## src/rtl/wavetable_pkg.sv

```systemverilog
// Shared encodings and constants for the polyphonic wavetable oscillator.
package wavetable_pkg;

  localparam logic [1:0] CFG_FS    = 2'd0;
  localparam logic [1:0] CFG_STEP  = 2'd1;
  localparam logic [1:0] CFG_BANK  = 2'd2;
  localparam logic [1:0] CFG_LEVEL = 2'd3;

  localparam int unsigned LEVEL_UNITY = 16;
  localparam int unsigned LEVEL_SHIFT = 4;
  localparam int unsigned LEVEL_W     = 5;
  localparam int unsigned STEP_W      = 3;

  typedef enum logic [1:0] {
    S_IDLE    = 2'd0,
    S_ISSUE   = 2'd1,
    S_CAPTURE = 2'd2,
    S_MIX     = 2'd3
  } sched_state_t;

endpackage

```

## src/rtl/wt_voice_ctrl.sv

```systemverilog
// Per-voice control: sample-period divider, request/overrun tracking,
// phase accumulator, shadowed bank select and sub-octave toggle.
module wt_voice_ctrl
  import wavetable_pkg::*;
#(
  parameter int unsigned ADDRWIDTH = 8,
  parameter int unsigned BANKWIDTH = 2,
  parameter int unsigned DIVWIDTH  = 16
) (
  input  logic                 clk,
  input  logic                 rst,
  input  logic                 enable,
  input  logic                 cfg_we,
  input  logic [1:0]           cfg_sel,
  input  logic [DIVWIDTH-1:0]  cfg_data,
  input  logic                 grant,
  input  logic                 advance,
  output logic                 req_c,
  output logic [ADDRWIDTH-1:0] phase,
  output logic [BANKWIDTH-1:0] bank,
  output logic [LEVEL_W-1:0]   level,
  output logic                 sub_out,
  output logic                 overrun
);

  logic [DIVWIDTH-1:0]  fs;
  logic [DIVWIDTH-1:0]  cnt;
  logic [STEP_W-1:0]    step;
  logic [BANKWIDTH-1:0] shadow;
  logic                 pending;
  logic                 tick_c;
  logic [ADDRWIDTH:0]   phase_sum_c;

  assign tick_c      = enable && (fs != '0) && (cnt >= fs);
  assign req_c       = pending | tick_c;
  assign phase_sum_c = {1'b0, phase} + (ADDRWIDTH+1)'(step) + (ADDRWIDTH+1)'(1);

  always_ff @(posedge clk) begin
    if (rst) begin
      fs      <= '0;
      cnt     <= '0;
      step    <= '0;
      shadow  <= '0;
      bank    <= '0;
      level   <= '0;
      phase   <= '0;
      pending <= 1'b0;
      overrun <= 1'b0;
      sub_out <= 1'b0;
    end else begin
      if (cfg_we) begin
        case (cfg_sel)
          CFG_FS:    fs     <= cfg_data;
          CFG_STEP:  step   <= cfg_data[STEP_W-1:0];
          CFG_BANK:  shadow <= cfg_data[BANKWIDTH-1:0];
          CFG_LEVEL: level  <= cfg_data[LEVEL_W-1:0];
          default:   ;
        endcase
      end
      if (enable && (fs != '0)) begin
        cnt <= tick_c ? '0 : cnt + DIVWIDTH'(1);
      end
      // A tick coinciding with the grant is absorbed by that grant.
      pending <= grant ? 1'b0 : req_c;
      overrun <= overrun | (tick_c & pending);
      if (advance) begin
        phase <= phase_sum_c[ADDRWIDTH-1:0];
        if (phase_sum_c[ADDRWIDTH]) begin
          sub_out <= ~sub_out;
          bank    <= shadow;
        end
      end
    end
  end

endmodule

```

## src/rtl/wavetable_poly.sv

```systemverilog
// Multi-voice wavetable oscillator: round-robin RAM read scheduler plus a
// level-scaled, saturating offset-binary mixer.
module wavetable_poly
  import wavetable_pkg::*;
#(
  parameter int unsigned DATAWIDTH = 16,
  parameter int unsigned ADDRWIDTH = 8,
  parameter int unsigned BANKWIDTH = 2,
  parameter int unsigned NVOICES   = 4,
  parameter int unsigned DIVWIDTH  = 16,
  parameter int unsigned VW        = $clog2(NVOICES)
) (
  input  logic                 clk,
  input  logic                 rst,
  input  logic                 enable,
  input  logic                 cfg_we,
  input  logic [VW-1:0]        cfg_voice,
  input  logic [1:0]           cfg_sel,
  input  logic [DIVWIDTH-1:0]  cfg_data,
  output logic [ADDRWIDTH-1:0] RADDR,
  output logic [BANKWIDTH-1:0] rbank,
  output logic                 RCLK,
  input  logic [DATAWIDTH-1:0] RDATA,
  output logic [DATAWIDTH-1:0] dout,
  output logic                 dout_valid,
  output logic [NVOICES-1:0]   SUB_OUT,
  output logic [NVOICES-1:0]   overrun
);

  localparam int unsigned SUMW  = DATAWIDTH + VW + 1;
  localparam int unsigned PRODW = DATAWIDTH + LEVEL_W + 1;
  localparam logic signed [DATAWIDTH-1:0] D_MAX    = {1'b0, {(DATAWIDTH-1){1'b1}}};
  localparam logic signed [DATAWIDTH-1:0] D_MIN    = {1'b1, {(DATAWIDTH-1){1'b0}}};
  localparam logic        [DATAWIDTH-1:0] MSB_MASK = {1'b1, {(DATAWIDTH-1){1'b0}}};

  sched_state_t state, state_nx;

  logic [NVOICES-1:0]          req_c;
  logic [NVOICES-1:0]          grant_c;
  logic [NVOICES-1:0]          advance_c;
  logic                        issue_c;
  logic                        mix_c;
  logic [ADDRWIDTH-1:0]        phase    [NVOICES];
  logic [BANKWIDTH-1:0]        bank     [NVOICES];
  logic [LEVEL_W-1:0]          level    [NVOICES];
  logic signed [DATAWIDTH-1:0] sample   [NVOICES];
  logic signed [DATAWIDTH-1:0] scaled_c [NVOICES];
  logic [VW-1:0]               cur;
  logic [VW-1:0]               last;
  logic [VW-1:0]               sel_c;
  logic                        sel_found_c;
  logic signed [SUMW-1:0]      sum_c;
  logic signed [DATAWIDTH-1:0] sat_c;

  for (genvar g = 0; g < NVOICES; g++) begin : g_voice
    logic [LEVEL_W-1:0]      lvl_c;
    logic signed [PRODW-1:0] prod_c;

    wt_voice_ctrl #(
      .ADDRWIDTH (ADDRWIDTH),
      .BANKWIDTH (BANKWIDTH),
      .DIVWIDTH  (DIVWIDTH)
    ) u_voice (
      .clk      (clk),
      .rst      (rst),
      .enable   (enable),
      .cfg_we   (cfg_we && (cfg_voice == VW'(g))),
      .cfg_sel  (cfg_sel),
      .cfg_data (cfg_data),
      .grant    (grant_c[g]),
      .advance  (advance_c[g]),
      .req_c    (req_c[g]),
      .phase    (phase[g]),
      .bank     (bank[g]),
      .level    (level[g]),
      .sub_out  (SUB_OUT[g]),
      .overrun  (overrun[g])
    );

    assign lvl_c       = (level[g] > LEVEL_W'(LEVEL_UNITY)) ? LEVEL_W'(LEVEL_UNITY) : level[g];
    assign prod_c      = PRODW'(sample[g]) * PRODW'(signed'({1'b0, lvl_c}));
    assign scaled_c[g] = DATAWIDTH'(prod_c >>> LEVEL_SHIFT);
  end

  // Round-robin pick, searching from the voice after the last one serviced.
  always_comb begin
    sel_c       = last;
    sel_found_c = 1'b0;
    for (int i = 1; i <= int'(NVOICES); i++) begin
      if (!sel_found_c && req_c[last + VW'(i)]) begin
        sel_c       = last + VW'(i);
        sel_found_c = 1'b1;
      end
    end
  end

  always_ff @(posedge clk) begin
    if (rst) state <= S_IDLE;
    else     state <= state_nx;
  end

  always_comb begin
    state_nx = state;
    case (state)
      S_IDLE:    if (enable && sel_found_c) state_nx = S_ISSUE;
      S_ISSUE:   state_nx = S_CAPTURE;
      S_CAPTURE: state_nx = S_MIX;
      S_MIX:     state_nx = (enable && sel_found_c) ? S_ISSUE : S_IDLE;
      default:   state_nx = S_IDLE;
    endcase
  end

  always_comb begin
    grant_c   = '0;
    advance_c = '0;
    issue_c   = 1'b0;
    mix_c     = 1'b0;
    if ((state == S_IDLE || state == S_MIX) && state_nx == S_ISSUE) begin
      issue_c        = 1'b1;
      grant_c[sel_c] = 1'b1;
    end
    if (state == S_CAPTURE) advance_c[cur] = 1'b1;
    if (state == S_MIX)     mix_c = 1'b1;
  end

  // Wide sum of every voice's held scaled sample, clamped to the signed range.
  always_comb begin
    sum_c = '0;
    for (int i = 0; i < int'(NVOICES); i++) begin
      sum_c = sum_c + SUMW'(scaled_c[i]);
    end
    if (sum_c > SUMW'(D_MAX))      sat_c = D_MAX;
    else if (sum_c < SUMW'(D_MIN)) sat_c = D_MIN;
    else                           sat_c = DATAWIDTH'(sum_c);
  end

  always_ff @(posedge clk) begin
    if (rst) begin
      RADDR      <= '0;
      rbank      <= '0;
      RCLK       <= 1'b0;
      dout       <= MSB_MASK;
      dout_valid <= 1'b0;
      cur        <= '0;
      last       <= '1;
      for (int i = 0; i < int'(NVOICES); i++) sample[i] <= '0;
    end else begin
      RCLK       <= issue_c;
      dout_valid <= mix_c;
      if (issue_c) begin
        RADDR <= phase[sel_c];
        rbank <= bank[sel_c];
        cur   <= sel_c;
        last  <= sel_c;
      end
      if (state == S_CAPTURE) sample[cur] <= RDATA;
      if (mix_c) dout <= sat_c ^ MSB_MASK;
    end
  end

endmodule

```

## config.mk

```make
export PLATFORM = sky130hd
export DESIGN_NAME = wavetable_poly
export DESIGN_NICKNAME = d
export VERILOG_FILES = /design/src/rtl/wavetable_pkg.sv /design/src/rtl/wt_voice_ctrl.sv /design/src/rtl/wavetable_poly.sv
export SDC_FILE = /design/constraint.sdc
export NUM_CORES = 1
export LEC_CHECK = 0
export CAP_MARGIN = 0
export CORE_AREA = 8 8 205 207
export DETAILED_ROUTE_END_ITERATION = 12
export DIE_AREA = 0 0 213 215
export PLACE_DENSITY = 0.94
export RECOVER_POWER = 50
export SYNTH_ARGS = -nofsm -noshare
export SYNTH_HDL_FRONTEND = slang
export SYNTH_SLANG_ARGS = --single-unit
```

## constraint.sdc

```tcl
create_clock -name clk -period 20 [get_ports clk]
set_clock_uncertainty 0.2 [all_clocks]
set_input_delay 2 -clock clk [delete_from_list [all_inputs] [get_ports clk]]
set_output_delay 2 -clock clk [all_outputs]
set_load 0.02 [all_outputs]
```

== Word-level counts from Yosys, hierarchy flattened ==
Memories as Yosys holds them, arrays and structs flattened.
Index checks and enable logic that the tools add are counted.
W data, S select, Z words.
Operators by class
  add/sub/neg operators: 18
  multiply operators: 4
  $lt $le $gt $ge: 19
  equality and inequality tests: 10
  mux-type cells: 51
  bitwise gates (word level): 18
  reduce and logical (&&, ||, !) cells: 55
Operators with widths (number)
  $mux W16: 7
  $mul A16 B6 Y20: 4
  $add A16 B1 Y16 const B: 4
  $ge A16 B16 Y1: 4
  $reduce_bool A16 Y1: 4
  $reduce_and A2 Y1: 20
  $add A8 B3 Y9: 4
  $add A9 B1 Y9 const B: 4
  $gt A5 B5 Y1 const B: 4
  $mux W5: 4
  $add A18 B16 Y19: 1
  $gt A19 B16 Y1 const B: 1
  $logic_and A1 B1 Y1: 19
  $lt A19 B16 Y1 const B: 1
  $mux W1: 19
  $add A17 B16 Y18: 1
  $lt A2 B3 Y1 const B: 6
  $add A16 B16 Y17: 1
  $bmux W8 S2: 1
  $mux W2: 8
  $mux W8: 2
  $reduce_or A16 Y1: 1
  $eq A2 B2 Y1 const B: 6
  $bmux W1 S2: 4
  other kinds (17): 45
Storage, ports and cells
  register bits after elaboration: 254
  RAM bits: 64
  logic and storage cells: 224
  memories: 1
Memories
  sample: depth 4, bits a word 16, read ports 4, clocked after memory_dff 0, write ports 4, RTL line wavetable_poly.sv:46  | logic signed [DATAWIDTH-1:0] sample [NVOICES];

== Longest topological paths before layout ==
  depth after elaboration: 23
  gate-level depth with buffers: 33
  gate-level depth less buffers: 30

== Hierarchy ==
A second synthesis with hierarchy kept.
Second synthesis, totals
  cell total of the unflattened synthesis: 2995
  area, all modules: 27002.1 um^2
Modules (own cells, without submodules)
  wavetable_poly: instances 1, cells each 1715, area an instance 15811.4 um^2, seq. area each 2602.5 um^2
  wt_voice_ctrl: instances 4, cells each 320, area an instance 2797.7 um^2, seq. area each 1101.1 um^2

== Worst setup path after synthesis ==
Ideal clock, no wire load.
  path type: reg-to-reg
  start point: register g_voice[1].u_voice.level[4]
  end point: register dout[10]
  setup time: 0.142 ns
  data arrival time: 7.144 ns
  path slack: 12.514 ns
  stages on the path, launching flop included: 29
  period minus slack after synthesis: 7.486 ns
  cells stage by stage: dfxtp_1 > clkbuf_1 > nor2b_1 > clkbuf_1 > and2_1 > fa_1 > ha_1 > fa_1 > fa_1 > a21o_1 > a21oi_1 > o21bai_1 > a31o_2 > a41oi_1 > a21oi_1 > a21o_1 > a21oi_1 > xnor2_1 > fa_1 > fa_1 > ha_1 > a21oi_1 > nor3b_1 > a21oi_1 > o21ai_0 > a41oi_1 > o31ai_4 > buf_2 > a311oi_1
On the way
  cells in the longest elaborated chain, start to end: 9
Ends and longest elaborated chain
  start: declaration: RTL line wt_voice_ctrl.sv:21  | output logic [LEVEL_W-1:0] level,
  start signal: assignment: RTL line wt_voice_ctrl.sv:56  | CFG_LEVEL: level <= cfg_data[LEVEL_W-1:0];
  $gt A5 B5 Y1: RTL line wavetable_poly.sv:80  | assign lvl_c = (level[g] > LEVEL_W'(LEVEL_UNITY)) ? LEVEL_W'(LEVEL_UNITY) : level[g];
  $mux W5 (*): RTL line wavetable_poly.sv:80
  $mul A16 B6 Y20 (*): RTL line wavetable_poly.sv:81  | assign prod_c = PRODW'(sample[g]) * PRODW'(signed'({1'b0, lvl_c}));
  $add A16 B16 Y17 (*): RTL line wavetable_poly.sv:130  | sum_c = sum_c + SUMW'(scaled_c[i]);
  $add A17 B16 Y18 (*): RTL line wavetable_poly.sv:130
  $add A18 B16 Y19 (*): RTL line wavetable_poly.sv:130
  $lt A19 B16 Y1: RTL line wavetable_poly.sv:133  | else if (sum_c < SUMW'(D_MIN)) sat_c = D_MIN;
  $mux W16: RTL line wavetable_poly.sv:133
  $mux W16 (*): RTL line wavetable_poly.sv:132  | if (sum_c > SUMW'(D_MAX)) sat_c = D_MAX;
  end signal: assignment: RTL line wavetable_poly.sv:157  | if (mix_c) dout <= sat_c ^ MSB_MASK;
  end: declaration: RTL line wavetable_poly.sv:24  | output logic [DATAWIDTH-1:0] dout,
Mark *: on every way between the ends. The rest lies on a longest branch, timed or not.
A chain may end at the register's enable or synchronous reset.

== Worst setup path after layout ==
  start point: register g_voice[1].u_voice.level[4]
  end point: register dout[0]
Same word-level chain as after synthesis.

==> metrics.yaml <==
status:
  outcome: "finished, violations left"
  violations: "max-capacitance violations, max-slew violations"
place:
  io_buffers: 75
  dpl.cell_count: 3493
  place_ws_ns: 11.24
  gp_congestion: 0.959
  dp_hpwl_um: 52000
clock_network:
  cts_setup_buffers: 0
  clkTransAtPathRegs_ns: 0.06
  cts_inserted_buffers: 37
  cts_tree: "done"
  htreeDepth: 2
  cts_sinks: 318
  clock-root-buffer: "clkbuf_16"
  clock_latency_ns: 0.56
  cts_resized: 0
  ctsHoldBuffers: 0
  cts_buffer_depth: 3
synth:
  synth_flop_cell: "dfxtp_1"
  syn_area_per_cell_sq_um: 8.86
  async_reset_ff_share_pct: 0
  syn-cell-area_sq_mm: 0.0264
  ys_seq_elements: 318
  synth_area_leaders: "dfxtp_1, fa_1, ha_1"
  synth_cells: 2979
  yosysWarnings: 0
  synth-edff-count: 64
  yosys.area.top_type: "dfxtp_1"
  ys_seq_area_share_pct: 26.5
  synth.top_cell.area_share_pct: 19.3
  synthDistinctLibCells: 88
  syn-num-nets: 3473
sta:
  fin_ws_ns: 11.11
  finalCritPeriodShare_pct: 44.4
  rsz0062_at_grt: "no"
  clock.fmax_ghz: 0.113
  tightest_slew_ns: 3.26
  finalSetupViolCount: 0
  slew_headroom_pct: -117
  tns_ns: 0
  final-hold-violation-count: 0
  min_period_ns: 8.89
  report.final.slew_viol_count: 172
critical_path:
  start_kind: "register"
  crit_start: "g_voice[1].u_voice.level[4]$_SDFFE_PP0P_"
  critical_path_class: "register to register"
  r2r_setup_slack_ns: 11.11
  critPathSlowestCell: "nor2b_1"
  crit_family: "compound AO/OA/AOI/OAI gates"
  r2r_start: "g_voice[1].u_voice.level[4]$_SDFFE_PP0P_"
  critPathMaxFanout: 23
  arrival_ns: 9.05
  cp_num_buf_inv: 0
  crit_top_cell: "a21oi_1"
  cp.required_ns: 20.16
  slowest_delay_ns: 0.75
  worst_setup_path_end_kind: "register"
floorplanning:
  start_util_pct: 67.7
  die_w_um: 213
  dieArea_sq_mm: 0.0458
  ios: 76
  rows: 73
  die_h_um: 215
  core_sq_mm: 0.0390
routing:
  drc: 0
  drt_pass1_iterations: 6
  routed_wl_um: 70200
  antenna_left: 0
  detail_route.iter0.violations: 1948
  dr_total_vias: 21685
  viasPerCell: 6.09
  wl_per_cell_um: 19.7
power:
  power.density_mw_per_mm2: 59.3
  p_sw_mw: 0.513
  power_mw: 1.70
  seq_power_share_pct: 42.5
  internal_power_mw: 1.19
  swShare_pct: 30.2
  peakVddDrop_uv: 74.3
  p_clk_share_pct: 40.5
  p_comb_share_pct: 17.0
  p_leak_nw: 13.2
global_routing:
  grt_pass1_vias: 22634
  grt_usage_pct: 30.4
  grt_max_degree: 78
  grt_first_pass_wirelength_um: 113000
  grt-ovfl-total: 0
  antenna_found_initial: 1
finish:
  fin_util_pct: 73.5
  layout-drive-gt1-share_pct: 3.66
  final_nets: 3501
  n_antenna_cell: 0
  nFillCells: 2569
  fin_cells: 3560
  synthToLayoutAreaGrowth_pct: 8.67
job:
  cap_viol_max_count: 3
worst_hold_path:
  min_from: "dout[6]$_SDFFE_PP0P_"
  hold_path.class: "register to register"
## state kept, by name, indices dropped and copies added (netlist names), 4 cells and up
signal / flops
g_voice.u_voice.cnt: 64
g_voice.u_voice.fs: 64
sample: 64
g_voice.u_voice.phase: 32
g_voice.u_voice.level: 20
dout: 16
g_voice.u_voice.step: 12
RADDR: 8
g_voice.u_voice.bank: 8
g_voice.u_voice.shadow: 8
g_voice.u_voice.overrun: 4
g_voice.u_voice.pending: 4
g_voice.u_voice.sub_out: 4
## cell usage after synthesis, drive strengths merged, types with 5 or more instances
library cell	instances
a211oi	17
a21o	25
a21oi	172
a311oi	16
a31oi	5
a41oi	10
and2	276
and3	28
buf	14
clkbuf	85
dfxtp	254
edfxtp	64
fa	221
ha	233
inv	385
mux2i	57
nand2	281
nand2b	23
nand3	55
nand3b	15
nand4	25
nor2	262
nor2b	37
nor3	26
nor4	19
o211ai	8
o21a	16
o21ai	78
o21bai	5
o221ai	10
o31ai	5
or2	11
or3	24
xnor2	83
xor2	80
## cell usage in the layout (no fill, tap or decap), types with 17 or more instances in the layout
cell / n
inv_1: 385
nand2_1: 279
and2_1: 276
nor2_1: 262
dfxtp_1: 254
ha_1: 233
fa_1: 221
a21oi_1: 171
xnor2_1: 83
xor2_1: 80
o21ai_0: 70
edfxtp_1: 64
mux2i_1: 57
nand3_1: 54
dlygate4sd3_1: 39
clkbuf_16: 37
nor2b_1: 36
clkdlybuf4s50_1: 35
and3_1: 27
nor3_1: 25
nand4_1: 25
a21o_1: 24
or3_1: 24
nand2b_1: 23
a211oi_1: 17
## per-layer routing
layer | track usage [%] | wire, um | up-vias
li1 | - | - | 9795
met1 | 35.0 | 25900 | 10507
met5 | 0 | 13 | -
met4 | 17.6 | 4310 | 2
met3 | 6.29 | 5750 | 322
met2 | 51.7 | 34200 | 1059
## final cells by class
type / instances / area (sq um) / area share (%)
repair buffers: 88 / 835 / 2.91
clock inverters: 16 / 163 / 0.567
well taps: 525 / 657 / 2.29
flip-flops and latches: 318 / 7010 / 24.4
multi-input cells: 2177 / 17500 / 61.0
clock buffers: 51 / 1070 / 3.73
inverters: 385 / 1450 / 5.04
## worst paths after layout
check | endpoint | depth (start not counted)
hold / removal | dout[6]$_SDFFE_PP0P_ | 2
setup / recovery | dout[0]$_SDFFE_PP0P_ | 27
setup reg to reg | dout[0]$_SDFFE_PP0P_ | 27
hold reg to reg | dout[6]$_SDFFE_PP0P_ | 2
## cells by family after synthesis
logic type / Yosys count / share of synthesized area, %
AOI/OAI and AO/OA: 403 / 9.87
and+or+nand+nor: 1100 / 21.1
buffers and inverters: 484 / 7.10
DFF: 318 / 26.5
xor gates and xnor gates: 163 / 5.41
muxes: 57 / 2.16
adders and majority gates: 454 / 27.8
## tightest hold or removal path, cell delays in order, from the launching register on
cell      delay (ns)
dfxtp_1         0.30
nor2_1          0.08
a311oi_1        0.05
## power groups by stage
stage                     combinational [mW]  clock (mW)  sequential (mW)
after floorplan                        0.197           0            0.725
after global placement                 0.267           0            0.732
after detailed placement               0.277           0            0.735
after CTS                              0.285       0.695            0.721
after global routing                   0.308       0.718            0.725
final                                  0.289       0.690            0.723
## per-stage QoR
stage | hold WS (ns) | cell area, sq um
final | 0.278 | 28700
after global routing | 0.289 | 28700
after CTS | 0.270 | 28700
after detailed placement | 0.261 | 27500
after global placement | 0.254 | 27500
after floorplan | 0.226 | 26400
(Power assumes the default switching activity.)
